File: src/rtl/dmem_pair_arbiter.sv
// rtl/dmem_pair_arbiter.sv - serializes the dual-issue memory-stage pair onto one data-memory port
// Lane 1 is issued first, then lane 2. Both lanes share one timeout counter.
module dmem_pair_arbiter #(
  parameter int TIMEOUT = 16
) (
  input  logic        i_clk,
  input  logic        i_rst,
  input  logic        i_lane1_mem_req,
  input  logic        i_lane1_we,
  input  logic [2:0]  i_lane1_funct3,
  input  logic [31:0] i_lane1_addr,
  input  logic [31:0] i_lane1_wdata,
  input  logic        i_lane2_mem_req,
  input  logic        i_lane2_we,
  input  logic [2:0]  i_lane2_funct3,
  input  logic [31:0] i_lane2_addr,
  input  logic [31:0] i_lane2_wdata,
  input  logic        i_flush_lane2,
  output logic        o_mem_req,
  output logic        o_mem_we,
  output logic [2:0]  o_mem_funct3,
  output logic [31:0] o_mem_addr,
  output logic [31:0] o_mem_wdata,
  input  logic        i_mem_ready,
  input  logic [31:0] i_mem_rdata,
  output logic [31:0] o_lane1_rdata,
  output logic [31:0] o_lane2_rdata,
  output logic        o_stall,
  output logic        o_bus_err
);
  typedef enum logic [1:0] {S_IDLE, S_L1, S_L2, S_DONE} state_t;

  localparam logic [7:0] LP_WLAST = 8'(TIMEOUT - 1);

  state_t      r_state;
  logic        r_pend2;
  logic [7:0]  r_wcnt;
  logic        r_mem_req;
  logic        r_mem_we;
  logic [2:0]  r_mem_funct3;
  logic [31:0] r_mem_addr;
  logic [31:0] r_mem_wdata;
  logic [31:0] r_lane1_rdata;
  logic [31:0] r_lane2_rdata;
  logic        r_bus_err;

  logic w_lane2_live;
  logic w_timeout;

  assign w_lane2_live = i_lane2_mem_req & ~i_flush_lane2;
  assign w_timeout    = ~i_mem_ready & (r_wcnt == LP_WLAST);

  assign o_stall = ((r_state == S_IDLE) & (i_lane1_mem_req | w_lane2_live))
                 | (r_state == S_L1) | (r_state == S_L2);

  assign o_mem_req     = r_mem_req;
  assign o_mem_we      = r_mem_we;
  assign o_mem_funct3  = r_mem_funct3;
  assign o_mem_addr    = r_mem_addr;
  assign o_mem_wdata   = r_mem_wdata;
  assign o_lane1_rdata = r_lane1_rdata;
  assign o_lane2_rdata = r_lane2_rdata;
  assign o_bus_err     = r_bus_err;

  always_ff @(posedge i_clk) begin
    if (i_rst) begin
      r_state       <= S_IDLE;
      r_pend2       <= 1'b0;
      r_wcnt        <= 8'd0;
      r_mem_req     <= 1'b0;
      r_mem_we      <= 1'b0;
      r_mem_funct3  <= 3'd0;
      r_mem_addr    <= 32'd0;
      r_mem_wdata   <= 32'd0;
      r_lane1_rdata <= 32'd0;
      r_lane2_rdata <= 32'd0;
      r_bus_err     <= 1'b0;
    end else begin
      r_bus_err <= 1'b0;
      case (r_state)
        S_IDLE: begin
          r_wcnt <= 8'd0;
          if (i_lane1_mem_req) begin
            r_mem_req    <= 1'b1;
            r_mem_we     <= i_lane1_we;
            r_mem_funct3 <= i_lane1_funct3;
            r_mem_addr   <= i_lane1_addr;
            r_mem_wdata  <= i_lane1_wdata;
            r_pend2      <= w_lane2_live;
            r_state      <= S_L1;
          end else if (w_lane2_live) begin
            r_mem_req    <= 1'b1;
            r_mem_we     <= i_lane2_we;
            r_mem_funct3 <= i_lane2_funct3;
            r_mem_addr   <= i_lane2_addr;
            r_mem_wdata  <= i_lane2_wdata;
            r_pend2      <= 1'b0;
            r_state      <= S_L2;
          end
        end
        S_L1, S_L2: begin
          if (i_mem_ready) begin
            if (!r_mem_we) begin
              if (r_state == S_L1) r_lane1_rdata <= i_mem_rdata;
              else                 r_lane2_rdata <= i_mem_rdata;
            end
            // lane 2 re-sampled here so the second access follows with no gap
            if ((r_state == S_L1) && r_pend2) begin
              r_mem_we     <= i_lane2_we;
              r_mem_funct3 <= i_lane2_funct3;
              r_mem_addr   <= i_lane2_addr;
              r_mem_wdata  <= i_lane2_wdata;
              r_pend2      <= 1'b0;
              r_wcnt       <= 8'd0;
              r_state      <= S_L2;
            end else begin
              r_mem_req <= 1'b0;
              r_state   <= S_DONE;
            end
          end else if (w_timeout) begin
            r_bus_err <= 1'b1;
            r_pend2   <= 1'b0;
            r_mem_req <= 1'b0;
            r_state   <= S_DONE;
          end else begin
            r_wcnt <= r_wcnt + 8'd1;
          end
        end
        S_DONE:  r_state <= S_IDLE;
        default: r_state <= S_IDLE;
      endcase
    end
  end
endmodule

File: config.mk
export PLATFORM = sky130hd
export DESIGN_NAME = dmem_pair_arbiter
export DESIGN_NICKNAME = d
export VERILOG_FILES = /design/src/rtl/dmem_pair_arbiter.sv
export SDC_FILE = /design/constraint.sdc
export NUM_CORES = 1
export LEC_CHECK = 0
export CORE_MARGIN = 2
export CORE_UTILIZATION = 44
export CTS_CLUSTER_DIAMETER = 200
export CTS_CLUSTER_SIZE = 24
export DETAILED_ROUTE_END_ITERATION = 16
export GPL_ROUTABILITY_DRIVEN = 0
export HOLD_SLACK_MARGIN = 0.05
export PLACE_DENSITY = 0.86
export SETUP_SLACK_MARGIN = 0.4
export SYNTH_ARGS = -nofsm -noshare
export SYNTH_HDL_FRONTEND = slang
export SYNTH_SLANG_ARGS = --single-unit
export TNS_END_PERCENT = 30
File: constraint.sdc
create_clock -name i_clk -period 5.8 [get_ports i_clk]
set_clock_uncertainty 0.15 [all_clocks]
set_input_delay 1.16 -clock i_clk [delete_from_list [all_inputs] [get_ports i_clk]]
set_output_delay 1.16 -clock i_clk [all_outputs]
set_load 0.05 [all_outputs]
# After elaboration in Yosys (flattened, before gate mapping)
# Index checks and enable logic that the tools add are counted.
[totals]
input_bits = 174
reg_bits = 145
word_cells = 88
out_inout_bits = 135
[op_classes]
bitwise = 11
n_reduce_logical = 12
n_eq_ne = 11
muxes = 42
n_addsub = 1
[ops]
columns = ["cell", "count"]
rows = [
  ["2-to-1 mux 32 bit", 8],
  ["case mux 32 bit (2 select lines)", 2],
  ["2-to-1 mux 8 bit", 3],
  ["AND reduction 4 bit", 5],
  ["case mux 8 bit (2 select lines)", 1],
  ["2-to-1 mux 1 bit", 15],
  ["inequality test 3 bit (second input constant)", 5],
  ["2-to-1 mux 3 bit", 4],
  ["adder 8 x 1 -> 8 bit (second input constant)", 1],
  ["equality test 8 x 4 -> 1 bit (second input constant)", 1],
  ["2-to-1 mux 2 bit", 4],
  ["case mux 1 bit (2 select lines)", 3],
  ["case mux 2 bit (3 select lines)", 1],
  ["case mux 3 bit (2 select lines)", 1],
  ["inverter 1 bit", 5],
  ["equality test 2 bit (second input constant)", 2],
  ["inequality test 2 bit (second input constant)", 2],
  ["bitwise AND 1 bit", 3],
  ["bitwise OR 1 bit", 3],
  ["AND reduction 3 bit", 1],
  ["OR reduction 3 bit", 1],
  ["equality test 2 x 1 -> 1 bit (second input constant)", 1],
  ["zero test 2 bit", 1],
  ["AND reduction 2 bit", 1],
  ["3 further kinds", 3],
]

# Longest topological paths before layout
[logic_depth]
ltp_word = 6
ltp_mapped = 9
mapped_depth_nobuf = 6

# Worst setup path before layout
# Ideal clock, no wire load.
[synth_path]
path_kind = "input port to output port"
from = "input i_flush_lane2"
to = "output o_stall"
required_time_ns = 4.490
n_path_buf = 0
arrival_ns = 1.846
slack_ns = 2.644
stages = 3
cell_sequence = "nand2b_1 > nand2b_1 > a211o_1"
[synth_between]
elab_chain_cells = 6
[synth_lines]
columns = ["element", "line", "source"]
rows = [
  ["from (decl)", "18", "input logic i_flush_lane2,"],
  ["inverter 1 bit", "50", "assign w_lane2_live = i_lane2_mem_req & ~i_flush_lane2;"],
  ["bitwise AND 1 bit", "50", ""],
  ["bitwise OR 1 bit", "53", "assign o_stall = ((r_state == S_IDLE) & (i_lane1_mem_req | w_lane2_live))"],
  ["bitwise AND 1 bit", "53", ""],
  ["bitwise OR 1 bit (2 in series)", "54", "| (r_state == S_L1) | (r_state == S_L2);"],
  ["to (decl)", "28", "output logic o_stall,"],
]
# No other way between the ends.

# Final worst setup path
# Ends and elaborated chain as after synthesis.

==> flow_summary.yaml <==
clock_network:
  postCtsHoldBufs: 0
  cts_tree: "built"
  clk_latency_ps: 410
  clock_tree.root_cell: "clkbuf_16"
  cts.sinks: 145
  htree_levels: 4
  clk_path_buf_depth: 2
  cts_made_buffers: 17
  clk_pin_slew_ps: 60
  cts.repair.resized: 0
  post_cts_buffers: 0
logic_synthesis:
  synth_seq_cells: 145
  synth_top_cell_by_area: "dfxtp_1"
  netlist_top_cells_area: "dfxtp_1 45%, a211oi_2 13%, mux2i_1 11%"
  yosysTopAreaCellShare: 0.452
  avgSynthCellArea_um2: 9.37
  seq_area_frac_synth: 0.452
  yosys_warnings: 0
  synth_cells: 685
  syn_area_um2: 6420
  syn-num-nets: 865
  synth_cell_types: 40
power_and_ir_drop:
  switching_power_uw: 2750
  p_leak_uw: 0.00361
  pwr-share-clk: 0.185
  seqPwrFrac: 0.247
  peakVddDrop_mv: 0.417
  power_density_nw_per_um2: 583
  swShare: 0.468
  p_total_uw: 5870
  power_frac_comb: 0.568
  power.internal_uw: 3120
sta:
  slew_headroom: 0.328
  postLayoutSetupSlackWorst_ps: 1570
  setup_viol: 0
  maxSlewViolCount: 0
  layout_min_cycle_time_ps: 4230
  hold_violations: 0
  min_period_over_period: 0.730
  rsz0062_at_grt: "false"
  fmax_mhz: 236
  final.setup.tns_ps: 0
  worst_pin_slew_ps: 1010
detailed_routing:
  wirelength_um: 19500
  wl_per_cell_um: 16.8
  dr.pass1.iters: 5
  routed-via-count: 5992
  drtIter0Drc: 338
  avgViaCountPerCell: 5.16
  drc: 0
  ant_nets: 0
global_routing:
  grtUsageTotal: 0.249
  grt_max_degree: 137
  grt_pass1_vias: 5792
  grt_antenna_before_repair: 0
  grt-ovfl-total: 0
  grt_pass1_wl_um: 30900
setup_path:
  crit_buf_inv: 2
  critPathMaxStageDelay_ps: 700
  crit_type: "input pin to output pin"
  crit_end: "o_stall"
  crit_fanout: 5
  crit_slowest_cell: "clkdlybuf4s50_1"
  start_kind: "input pin"
  cp-startpoint: "i_flush_lane2"
  crit_chain: "clkdlybuf4s50_1 -> nand2b_1 -> nand2b_1 -> a211o_1 -> clkdlybuf4s50_1"
  worstSetupEndpointType: "output pin"
  r2r_cells: 6
  cp.arrival_ps: 2920
  r2r-end: "o_mem_funct3[2]"
  cp.required_ps: 4490
  cp_top_family: "buffers and inverters"
  r2r_start: "r_state[0]"
  regToRegSetupSlack_ps: 2920
  crit_cells: 5
placement:
  placed_cell_area_um2: 9490
  pre_cts_slack_ps: 1570
  port_buffers: 308
  hpwl_um: 13800
finish:
  final_common_cell: "clkdlybuf4s50_1"
  fill_cells: 1085
  drive_gt1_frac: 0.116
  seq_area_um2: 2900
  antenna_cells: 0
  final_core_util: 0.701
  fin_area_um2: 10100
  layout.nets: 1145
  final_cell_mix: "307 x clkdlybuf4s50_1, 145 x dfxtp_1, 134 x nand2_1"
  area_growth_pct: 56.9
  multiInputGateArea_um2: 3170
die:
  start_util: 0.447
  die_w_um: 125
  die-height_um: 125
  dieArea_um2: 15600
  ioPinCount: 309
  rows: 44
  core-area_um2: 14400
run:
  cap_violations: 0
min_path:
  hp-class: "register to register"
run_status:
  status: "finished clean"
-- synth_stat cells (all sizes together) --
library cell	instances
a2111oi	1
a211o	1
a211oi	68
a21o	1
a21oi	77
a22oi	1
a311oi	1
a31o	1
a31oi	3
and2	2
and2b	2
and3	5
and4b	2
buf	33
clkbuf	22
dfxtp	145
ha	6
inv	4
mux2	1
mux2i	68
nand2	134
nand2b	5
nand3	5
nand3b	2
nand4	1
nand4b	1
nor2	73
nor2b	2
nor3	4
nor3b	2
o2111ai	1
o21ai	7
o31ai	2
o41ai	1
or3	1
-- layout make-up --
class                   instances  share of cell area
multi-input cells             481               0.315
repair buffers                316               0.315
flip-flops and latches        145               0.288
clock buffers                  21              0.0457
well taps                     184              0.0229
clock inverters                11              0.0127
inverters                       4             0.00149
-- power groups by stage --
stage / Sequential, µW / Combinational (µW) / Clock, µW
6_report: 1450 / 3330 / 1080
5_1_grt: 1490 / 3520 / 1150
4_1_cts: 1450 / 3350 / 1110
3_5_place_dp: 1470 / 3330 / 0
3_3_place_gp: 1460 / 3290 / 0
2_1_floorplan: 2450 / 1520 / 0
-- worst reg2reg max path: stages (launching register included) --
cell	delay [ps]
dfxtp_1	380
inv_1	100
ha_1	470
nor2b_4	830
buf_12	380
mux2i_1	330
a211oi_2	100
-- metal layers --
metal  global-route usage  part of all wire  up-vias
li1                     -                 -     2941
met1                0.281              0.40     2794
met2                0.425              0.50      202
met3               0.0717             0.061       55
met4                0.130             0.042        0
met5                    0                 0        -
-- flip-flops by register name, summed over array words and instances, names as in the netlist --
register / cells
o_lane1_rdata: 32
o_lane2_rdata: 32
o_mem_addr: 32
o_mem_wdata: 32
r_wcnt: 8
o_mem_funct3: 3
r_state: 2
o_bus_err: 1
o_mem_req: 1
o_mem_we: 1
r_pend2: 1
-- cells by family after synthesis --
family | count (synthesis) | share of synthesized area
AO/OA/AOI/OAI | 165 | 0.216
adder cells (fa/ha/maj) | 6 | 0.0117
buffers and inverters | 59 | 0.0563
flip-flops | 145 | 0.452
multiplexers | 69 | 0.108
AND/OR/NAND/NOR | 241 | 0.156
-- worst min-delay path by stage --
stage | from | to | slack (ps) | depth (start not counted)
6_report | o_lane2_rdata[31] | o_lane2_rdata[31] | 300 | 2
2_1_floorplan | r_wcnt[7] | r_wcnt[7] | 310 | 2
4_1_cts | o_lane2_rdata[31] | o_lane2_rdata[31] | 300 | 2
3_3_place_gp | o_lane2_rdata[3] | o_lane2_rdata[3] | 290 | 2
5_1_grt | o_lane2_rdata[20] | o_lane2_rdata[20] | 320 | 2
3_5_place_dp | o_lane2_rdata[20] | o_lane2_rdata[20] | 300 | 2
-- per-stage QoR --
step                      instances  hold slack, ps
after floorplan                 685             309
after global placement         1130             291
after detailed placement       1130             295
after CTS                      1162             303
after global routing           1162             316
final                          1162             301
No activity file was read; power rests on OpenSTA's default activity.
